File: src/rtl/ppi8255_bus_sequencer_pkg.sv
// Shared definitions for the 8255 bus sequencer: state encoding, register
// addresses and control-word layout.
package ppi8255_pkg;

  typedef enum logic [2:0] {
    ST_INIT,
    ST_IDLE,
    ST_SETUP,
    ST_STROBE,
    ST_HOLD,
    ST_DONE
  } state_t;

  localparam logic [1:0] ADDR_PA   = 2'd0;
  localparam logic [1:0] ADDR_PB   = 2'd1;
  localparam logic [1:0] ADDR_PC   = 2'd2;
  localparam logic [1:0] ADDR_CTRL = 2'd3;

  localparam logic [7:0] DEF_INIT_CTRL = 8'h9B;
  localparam int         CTRL_MODE_BIT = 7;

  // A control-register write with the mode flag set redefines the port modes;
  // with the flag clear it is a port C bit set/reset and leaves the mode alone.
  function automatic logic is_mode_write(input logic       we,
                                         input logic [1:0] addr,
                                         input logic [7:0] data);
    return we && (addr == ADDR_CTRL) && data[CTRL_MODE_BIT];
  endfunction

endpackage

File: src/rtl/ppi8255_bus_sequencer_rr_arb2.sv
// Two-way round-robin arbiter: the tie-break favours the requester that was
// not granted last; the pointer moves only when a grant is actually taken.
module rr_arb2 (
  input  logic       clk,
  input  logic       rst_n,
  input  logic [1:0] i_req,
  input  logic       i_en,
  input  logic       i_upd,
  output logic [1:0] o_gnt
);

  logic       r_prio;
  logic [1:0] w_gnt;

  always_comb begin
    w_gnt = 2'b00;
    if (i_en) begin
      case (i_req)
        2'b01:   w_gnt = 2'b01;
        2'b10:   w_gnt = 2'b10;
        2'b11:   w_gnt = r_prio ? 2'b10 : 2'b01;
        default: w_gnt = 2'b00;
      endcase
    end
  end

  assign o_gnt = w_gnt;

  always_ff @(posedge clk or negedge rst_n) begin
    if (!rst_n) begin
      r_prio <= 1'b0;
    end else if (i_upd && (|w_gnt)) begin
      r_prio <= w_gnt[0];
    end
  end

endmodule

File: src/rtl/ppi8255_bus_sequencer.sv
// Bus master for the 8255 model: programs the control word after reset, then
// turns arbitrated single-cycle requests into timed CS/RD/WR bus cycles.
module ppi8255_bus_sequencer
  import ppi8255_pkg::*;
#(
  parameter int         SETUP_CYC  = 1,
  parameter int         STROBE_CYC = 2,
  parameter int         HOLD_CYC   = 1,
  parameter int         CNT_W      = 4,
  parameter logic [7:0] INIT_CTRL  = DEF_INIT_CTRL
) (
  input  logic       CLK,
  input  logic       RESET_N,
  // Handshake: reqN is a level held until gntN; gntN pulses one cycle when the
  // request is captured; doneN pulses once when that transaction finishes.
  input  logic       req0,
  input  logic       req1,
  input  logic       we0,
  input  logic       we1,
  input  logic [1:0] addr0,
  input  logic [1:0] addr1,
  input  logic [7:0] wdata0,
  input  logic [7:0] wdata1,
  output logic       gnt0,
  output logic       gnt1,
  output logic       done0,
  output logic       done1,
  output logic [7:0] rdata,
  output logic       CS,
  output logic       RD,
  output logic       WR,
  output logic       A1,
  output logic       A0,
  output logic [7:0] D_out,
  output logic       D_drv,
  input  logic [7:0] D_in,
  output logic       busy,
  output logic       init_done,
  output logic [7:0] mode_word,
  output state_t     dbg_state
);

  localparam logic [CNT_W-1:0] C_SETUP  = CNT_W'(SETUP_CYC - 1);
  localparam logic [CNT_W-1:0] C_STROBE = CNT_W'(STROBE_CYC - 1);
  localparam logic [CNT_W-1:0] C_HOLD   = CNT_W'(HOLD_CYC - 1);

  state_t           r_state;
  logic [CNT_W-1:0] r_cnt;
  logic             r_we;
  logic [1:0]       r_addr;
  logic [7:0]       r_wdata;
  logic             r_owner;
  logic             r_is_init;
  logic             r_illegal;

  logic             r_cs, r_rd, r_wr, r_ddrv, r_busy, r_init_done;
  logic [1:0]       r_a;
  logic [7:0]       r_dout, r_rdata, r_mode_word;
  logic [1:0]       r_gnt, r_done;

  logic [1:0]       w_gnt;
  logic             w_arb_en;
  logic             w_active;
  logic             w_we;
  logic [1:0]       w_addr;
  logic [7:0]       w_wdata;

  assign w_arb_en = (r_state == ST_IDLE) && r_init_done;
  assign w_active = (r_state == ST_SETUP) || (r_state == ST_STROBE) ||
                    (r_state == ST_HOLD);
  assign w_we     = w_gnt[1] ? we1    : we0;
  assign w_addr   = w_gnt[1] ? addr1  : addr0;
  assign w_wdata  = w_gnt[1] ? wdata1 : wdata0;

  rr_arb2 u_arb (
    .clk   (CLK),
    .rst_n (RESET_N),
    .i_req ({req1, req0}),
    .i_en  (w_arb_en),
    .i_upd (w_arb_en),
    .o_gnt (w_gnt)
  );

  always_ff @(posedge CLK or negedge RESET_N) begin
    if (!RESET_N) begin
      r_state     <= ST_INIT;
      r_cnt       <= '0;
      r_we        <= 1'b0;
      r_addr      <= 2'b00;
      r_wdata     <= 8'h00;
      r_owner     <= 1'b0;
      r_is_init   <= 1'b0;
      r_illegal   <= 1'b0;
      r_cs        <= 1'b1;
      r_rd        <= 1'b1;
      r_wr        <= 1'b1;
      r_a         <= 2'b00;
      r_dout      <= 8'h00;
      r_ddrv      <= 1'b0;
      r_busy      <= 1'b0;
      r_init_done <= 1'b0;
      r_rdata     <= 8'h00;
      r_mode_word <= 8'h00;
      r_gnt       <= 2'b00;
      r_done      <= 2'b00;
    end else begin
      // Pin levels are a registered decode of the current phase, so they
      // trail the state register by one cycle.
      r_cs   <= !w_active;
      r_rd   <= !((r_state == ST_STROBE) && !r_we);
      r_wr   <= !((r_state == ST_STROBE) && r_we);
      r_ddrv <= w_active && r_we;
      r_busy <= (r_state != ST_IDLE);
      r_gnt  <= w_gnt;
      r_done <= 2'b00;
      if (r_state == ST_SETUP) begin
        r_a <= r_addr;
        if (r_we) r_dout <= r_wdata;
      end

      case (r_state)
        ST_INIT: begin
          r_we      <= 1'b1;
          r_addr    <= ADDR_CTRL;
          r_wdata   <= INIT_CTRL;
          r_is_init <= 1'b1;
          r_illegal <= 1'b0;
          r_cnt     <= C_SETUP;
          r_state   <= ST_SETUP;
        end
        ST_IDLE: begin
          if (|w_gnt) begin
            r_owner   <= w_gnt[1];
            r_we      <= w_we;
            r_addr    <= w_addr;
            r_wdata   <= w_wdata;
            r_is_init <= 1'b0;
            // Reading the control register is not a legal 8255 cycle.
            if (!w_we && (w_addr == ADDR_CTRL)) begin
              r_illegal <= 1'b1;
              r_state   <= ST_DONE;
            end else begin
              r_illegal <= 1'b0;
              r_cnt     <= C_SETUP;
              r_state   <= ST_SETUP;
            end
          end
        end
        ST_SETUP: begin
          if (r_cnt == '0) begin
            r_cnt   <= C_STROBE;
            r_state <= ST_STROBE;
          end else begin
            r_cnt <= r_cnt - 1'b1;
          end
        end
        ST_STROBE: begin
          if (r_cnt == '0) begin
            if (!r_we) r_rdata <= D_in;
            r_cnt   <= C_HOLD;
            r_state <= ST_HOLD;
          end else begin
            r_cnt <= r_cnt - 1'b1;
          end
        end
        ST_HOLD: begin
          if (r_cnt == '0) begin
            r_state <= ST_DONE;
          end else begin
            r_cnt <= r_cnt - 1'b1;
          end
        end
        ST_DONE: begin
          r_state <= ST_IDLE;
          if (r_is_init) r_init_done <= 1'b1;
          else           r_done      <= r_owner ? 2'b10 : 2'b01;
          if (r_illegal) r_rdata <= 8'hFF;
          if (r_is_init || is_mode_write(r_we, r_addr, r_wdata)) begin
            r_mode_word <= r_wdata;
          end
        end
        default: r_state <= ST_INIT;
      endcase
    end
  end

  assign gnt0      = r_gnt[0];
  assign gnt1      = r_gnt[1];
  assign done0     = r_done[0];
  assign done1     = r_done[1];
  assign rdata     = r_rdata;
  assign CS        = r_cs;
  assign RD        = r_rd;
  assign WR        = r_wr;
  assign A1        = r_a[1];
  assign A0        = r_a[0];
  assign D_out     = r_dout;
  assign D_drv     = r_ddrv;
  assign busy      = r_busy;
  assign init_done = r_init_done;
  assign mode_word = r_mode_word;
  assign dbg_state = r_state;

endmodule

File: config.mk
export PLATFORM = sky130hd
export DESIGN_NAME = ppi8255_bus_sequencer
export DESIGN_NICKNAME = d
export VERILOG_FILES = /design/src/rtl/ppi8255_bus_sequencer_pkg.sv /design/src/rtl/ppi8255_bus_sequencer_rr_arb2.sv /design/src/rtl/ppi8255_bus_sequencer.sv
export SDC_FILE = /design/constraint.sdc
export NUM_CORES = 1
export LEC_CHECK = 0
export ABC_AREA = 1
export BUFFER_PORTS_ARGS = -buffer_cell sky130_fd_sc_hd__clkbuf_2
export CAP_MARGIN = 10
export CORE_MARGIN = 5
export CORE_UTILIZATION = 43
export CTS_BUF_LIST = sky130_fd_sc_hd__clkbuf_16
export DETAILED_ROUTE_END_ITERATION = 8
export PLACE_DENSITY = 0.7
export SLEW_MARGIN = 0
export SYNTH_ARGS = -nofsm -noshare
export SYNTH_HDL_FRONTEND = slang
export SYNTH_SLANG_ARGS = --single-unit
File: constraint.sdc
create_clock -name CLK -period 1.37 [get_ports CLK]
set_input_delay 0.274 -clock CLK [delete_from_list [all_inputs] [get_ports CLK]]
set_output_delay 0.274 -clock CLK [all_outputs]
set_load 0.01 [all_outputs]
Yosys cells after proc, flatten, opt, wreduce, memory -nomap -nowiden
Index checks and enable logic that the tools add are counted.
{"block": "word_totals", "reg_bits": 58, "word_cells": 107, "in_bits": 34, "out_inout_bits": 39}
{"block": "classes", "n_addsub": 1, "n_mux": 36, "n_eq_ne": 19, "n_reduce_logical": 30}
{"cell": "$mux 8", "n": 5}
{"cell": "$pmux 8 s2", "n": 2}
{"cell": "$mux 4", "n": 5}
{"cell": "$pmux 4 s5", "n": 1}
{"cell": "$pmux 3 s6", "n": 1}
{"cell": "$mux 3", "n": 5}
{"cell": "$mux 2", "n": 7}
{"cell": "$reduce_and 4->1", "n": 3}
{"cell": "$reduce_and 2->1", "n": 5}
{"cell": "$eq 2x2->1 const B", "n": 4}
{"cell": "$logic_and 1x1->1", "n": 8}
{"cell": "$ne 2x1->1 const B", "n": 4}
{"cell": "$ne 2x2->1 const B", "n": 4}
{"cell": "$eq 3x2->1 const B", "n": 2}
{"cell": "$eq 3x3->1 const B", "n": 2}
{"cell": "$pmux 1 s2", "n": 3}
{"cell": "$pmux 2 s3", "n": 1}
{"cell": "$logic_not 1->1", "n": 5}
{"cell": "$mux 1", "n": 5}
{"cell": "$reduce_bool 5->1", "n": 1}
{"cell": "$logic_not 4->1", "n": 1}
{"cell": "$pmux 2 s2", "n": 1}
{"cell": "$reduce_bool 2->1", "n": 2}
{"cell": "$sub 4x1->4 const B", "n": 1}
{"cell": "other kinds (6)", "n": 8}

Longest topological paths before layout
{"block": "depth", "word_depth": 9, "mapped_depth": 11, "mapped_depth_nobuf": 11}

Modules after synthesis
A second synthesis with hierarchy kept.
{"block": "hier_totals", "cells_unflattened": 317, "hier_area_um2": 2730.1}
{"module": "ppi8255_bus_sequencer", "cells_each": 305, "seq_area_each_um2": 1430.1, "n_inst": 1, "area_each_um2": 2658.8}
{"module": "rr_arb2", "cells_each": 12, "seq_area_each_um2": 25.0, "n_inst": 1, "area_each_um2": 71.3}

Worst setup path before layout
No wires, ideal clock.
{"block": "synth_path", "path_type": "reg2reg", "startpoint": "register r_state[2] (netlist: dbg_state[2])", "endpoint": "register r_cnt[2]", "setup_time_ns": 0.117, "path_slack_ns": -0.177, "required_ns": 1.253, "path_stages_with_launch": 12, "arrival_ns": 1.431, "path_buffers": 1, "synth_period_minus_slack_ns": 1.547, "cell_sequence": "dfrtp_1 > buf_6 > nor2_4 > nand2_2 > nor2_4 > nand3_2 > nand3_2 > inv_2 > nor2_4 > nand2_2 > nand2_1 > nand2_1"}
{"block": "synth_via", "elab_chain_len": 8, "elab_cells_between_ends": 19, "classes_between": "eq/ne: 8; mux: 4; reduce/logical: 7"}
{"element": "from (decl)", "line": "ppi8255_bus_sequencer.sv:47", "rtl": "state_t r_state;"}
{"element": "from (signal assigned)", "line": "ppi8255_bus_sequencer.sv:86", "rtl": "r_state <= ST_INIT;"}
{"element": "from (signal assigned)", "line": "ppi8255_bus_sequencer.sv:129", "rtl": "r_state <= ST_SETUP;"}
{"element": "from (signal assigned)", "line": "ppi8255_bus_sequencer.sv:141", "rtl": "r_state <= ST_DONE;"}
{"element": "$eq 3x1->1", "line": "ppi8255_bus_sequencer.sv:68, ppi8255_bus_sequencer.sv:121"}
{"element": "$logic_and 1x1->1", "line": "ppi8255_bus_sequencer.sv:68", "rtl": "assign w_arb_en = (r_state == ST_IDLE) && r_init_done;"}
{"element": "$mux 2", "line": "ppi8255_bus_sequencer_rr_arb2.sv:17", "rtl": "if (i_en) begin"}
{"element": "$mux 2 or $mux 1 (tied branches)", "line": "ppi8255_bus_sequencer.sv:72, ppi8255_bus_sequencer.sv:71"}
{"element": "$eq 2x2->1 or $logic_not 1->1 (tied branches)", "line": "ppi8255_bus_sequencer.sv:139", "rtl": "if (!w_we && (w_addr == ADDR_CTRL)) begin"}
{"element": "$logic_and 1x1->1", "line": "ppi8255_bus_sequencer.sv:139"}
{"element": "$ne 2x2->1 (no source line)"}
{"element": "$reduce_and 4->1 (no source line)"}
{"element": "to (signal assigned)", "line": "ppi8255_bus_sequencer.sv:154", "rtl": "r_cnt <= r_cnt - 1'b1;"}
{"element": "to (signal assigned)", "line": "ppi8255_bus_sequencer.sv:163", "rtl": "r_cnt <= r_cnt - 1'b1;"}
{"element": "to (signal assigned)", "line": "ppi8255_bus_sequencer.sv:170", "rtl": "r_cnt <= r_cnt - 1'b1;"}
{"element": "to (decl)", "line": "ppi8255_bus_sequencer.sv:48", "rtl": "logic [CNT_W-1:0] r_cnt;"}
Parallel ways exist; a longest one is shown, timed or not.
A chain may end at the register's enable or synchronous reset.

Final worst setup path
{"block": "layout_path", "startpoint": "register r_state[1] (netlist: dbg_state[1])", "endpoint": "register r_state[2] (netlist: dbg_state[2])"}
{"block": "layout_via", "elab_chain_len": 9, "elab_cells_between_ends": 22, "classes_between": "eq/ne: 10; mux: 6; reduce/logical: 6"}
{"element": "$eq 3x1->1", "line": "ppi8255_bus_sequencer.sv:68, ppi8255_bus_sequencer.sv:121"}
{"element": "$logic_and 1x1->1", "line": "ppi8255_bus_sequencer.sv:68"}
{"element": "$mux 2", "line": "ppi8255_bus_sequencer_rr_arb2.sv:17"}
{"element": "$mux 2 or $mux 1 (tied branches)", "line": "ppi8255_bus_sequencer.sv:72, ppi8255_bus_sequencer.sv:71"}
{"element": "$eq 2x2->1 or $logic_not 1->1 (tied branches)", "line": "ppi8255_bus_sequencer.sv:139"}
{"element": "$logic_and 1x1->1", "line": "ppi8255_bus_sequencer.sv:139"}
{"element": "$mux 3", "line": "ppi8255_bus_sequencer.sv:139"}
{"element": "$mux 3", "line": "ppi8255_bus_sequencer.sv:132", "rtl": "if (|w_gnt) begin"}
{"element": "$pmux 3 s6", "line": "ppi8255_bus_sequencer.sv:121", "rtl": "case (r_state)"}
Parallel ways exist; a longest one is shown, timed or not. The select of a mux whose other input is x is not followed.

==> metrics.csv <==
metric,value,unit
status,"complete, but fails checks",
violations,setup timing,
cts_tree,yes,
portBuffers,72,
crit_path_frequent_cell,nand2_1,
path_max_fanout,4,
synth_edf_count,0,
syn_avg_cell_area,9.304,um2
cp_data_arrival_time,1.84,ns
synthCells,280,
netlist_area,2605,um2
final_cell_mix,"clkbuf_2 (71), dfrtp_1 (52), nand2_1 (51), buf_4 (45), inv_1 (36)",
grt_usage,19.89,%
antenna_found_initial,0,
clock_latency,0.33,ns
fin_nets,455,
cts-root-buf,clkbuf_16,
ys_top_cells_by_area,"dfrtp_1 (53%), nand2_1 (9.7%), o21ai_0 (6.5%)",
power_switching,0.003570,W
drive_gt1_share,51.77,%
final_antenna_net_count,0,
maxCapViolations,0,
synthFlopType,dfrtp_1,
via_per_inst,4.972,
n_fill_cell,460,
fin_area,4108,um2
ys_seq_elements,58,
drt_iter0_markers,77,
max_freq,614.3,MHz
yosysWarningCount,0,
hold_class,primary input to flip-flop,
post-route-period-util,118.8,%
cts.sinks,58,
die_w,87.84,um
final_common_cell,clkbuf_2,
drc,0,
placed_area,3393,um2
placed_cells,464,
finalSetupViolCount,44,
grt_pass1_vias,2514,
synth_area_leader_cell,dfrtp_1,
dieHeight,87.84,um
syn_nets,316,
pwr-share-comb,47.0,%
yosysSeqAreaShare,55.86,%
power.internal,0.005702,W
cts-buffers-inserted,9,
routabilityCongestion,0.8661,
max-slew-margin-rel,74.04,%
setup_ws,-0.2577,ns
worst_ep_required_time,1.58,ns
ys_types,34,
finClkSkew,0.007089,ns
cellLeakagePower,2.097,nW
area_delta_synth_final,57.68,%
critPathSlowestCell,dfrtp_2,
cts_htree_levels,3,
start_kind,flip-flop,
grt_first_pass_wirelength,11560,um
vias,2476,
drt-total-wl,7439,um
slowest_delay,0.41,ns
holdWs,0.1641,ns
initial_utilization,44.00,%
crit_path_end_kind,flip-flop,
wl_per_cell,14.94,um
cts_max_path_buffers,2,
final_util,69.38,%
hpwl,4796,um
core-area,5921,um2
clkPwrFrac,22.4,%
pwr-share-seq,30.6,%
dr.pass1.iters,5,
synth_top_area_share,52.83,%
tightest_slew,0.3859,ns
layoutNonFillerInstCount,498,
rows,28,
io_pins,73,
die_area,7715,um2
grt_max_degree,59,
async_reset_ff_share,100.0,%
critical_path_class,flip-flop to flip-flop,
p_sw_share,38.50,%
powerDensity,2257,nW/um2
final_max_slew_viol_count,0,
finalHoldViolations,0,
crit_chain,inv_4 -> nand2_1 -> buf_4 -> nor2_1 -> buf_4 -> or2_2 -> inv_1 -> nand2_2 -> nand2_1 -> nand2_1,
clkSlewWorstSetupHoldPaths,0.05,ns
fin_crit,1.628,ns
insertedDiodeCount,0,
grt_overflow,0,
rsz0062_at_grt,true,
peakVddDrop,0.001271,V
## worst max-delay path: cells and delay by family (launching register included)
| kind | cells | cell delay, ns |
|---|---|---|
| and+or+nand+nor | 6 | 0.66 |
| buffers and inverters | 4 | 0.43 |
| DFF | 1 | 0.41 |
## cell families after synthesis
group,synth area share [%]
AOI/OAI and AO/OA,13.79
xor gates and xnor gates,0.6726
adders and majority gates,0.9605
buffers and inverters,7.493
DFF,55.86
and+or+nand+nor,21.23
## final timing paths
kind / startpoint / to / slack (ns) / depth (start not counted)
worst max-delay path: dbg_state[1] / dbg_state[2] / -0.26 / 10
worst min-delay path: D_in[0] / rdata[0] / 0.16 / 3
worst max register to register: dbg_state[1] / dbg_state[2] / -0.26 / 10
worst min register to register: r_we / WR / 0.44 / 1
max in group asynchronous: RESET_N / CS / 0.56 / 3
min in group asynchronous: RESET_N / mode_word[5] / 0.50 / 3
## power groups by stage
stage	registers, W	logic [W]	clock network, W
after floorplan	0.00301	0.00182	0
after global placement	0.00282	0.00339	0
after detailed placement	0.00283	0.00350	0
after CTS	0.00282	0.00380	0.00212
after global routing	0.00292	0.00481	0.00219
final	0.00283	0.00436	0.00208
## metrics by stage
| stage | worst slack, ns | total power, W | TNS (ns) |
|---|---|---|---|
| finish | -0.2577 | 0.009271 | -6.270 |
| CTS | -0.1686 | 0.008741 | -3.566 |
| global placement | -0.1722 | 0.006209 | -5.520 |
| detailed placement | -0.2319 | 0.006328 | -7.267 |
| global route | -0.3491 | 0.009922 | -10.35 |
| floorplan | -0.1471 | 0.004836 | -3.404 |
## what timing repair did
item / 4_1_cts / 5_1_grt
hold buffers: 1 / 0
gates resized for setup: 36 / 50
hold endpoints to repair: 55 / 0
gates cloned: 2 / 3
setup buffers: 8 / 8
pin swaps: 7 / 12
endpoints found under the setup margin: 49 / 52
## synthesized netlist by cell type (4+ instances only)
cell	number
a21oi_1	4
dfrtp_1	55
inv_1	35
inv_2	4
nand2_1	67
nand2_2	5
nand3_1	8
nor2_1	12
nor3_1	4
o21ai_0	34
o21ai_1	10
## routing by layer
metal  global-route usage (%)  vias to the layer above  wire [um]
met5                        0                        -          0
met4                    10.88                        0        205
met3                    5.456                       20        572
met2                    33.22                       85       3699
met1                    23.11                     1174       2961
li1                         -                     1197          -
## final cells by class
cell class              instances  area [um2]  area share [%]
clock buffers                   9       225.2           5.483
clock inverters                 6       51.30           1.249
inverters                      39       161.4           3.929
multi-input cells             179        1211           29.49
flip-flops and latches         58        1459           35.52
well taps                      75       93.84           2.284
repair buffers                132       905.9           22.05
## state kept, by name (all words and copies together) (netlist names), 2 cells and up
signal,cells
r_cnt,4
r_wdata,8
dbg_state,3
r_gnt,2
mode_word,8
r_a,2
D_out,8
r_done,2
rdata,8
r_addr,2
No activity file was read; power rests on OpenSTA's default activity.
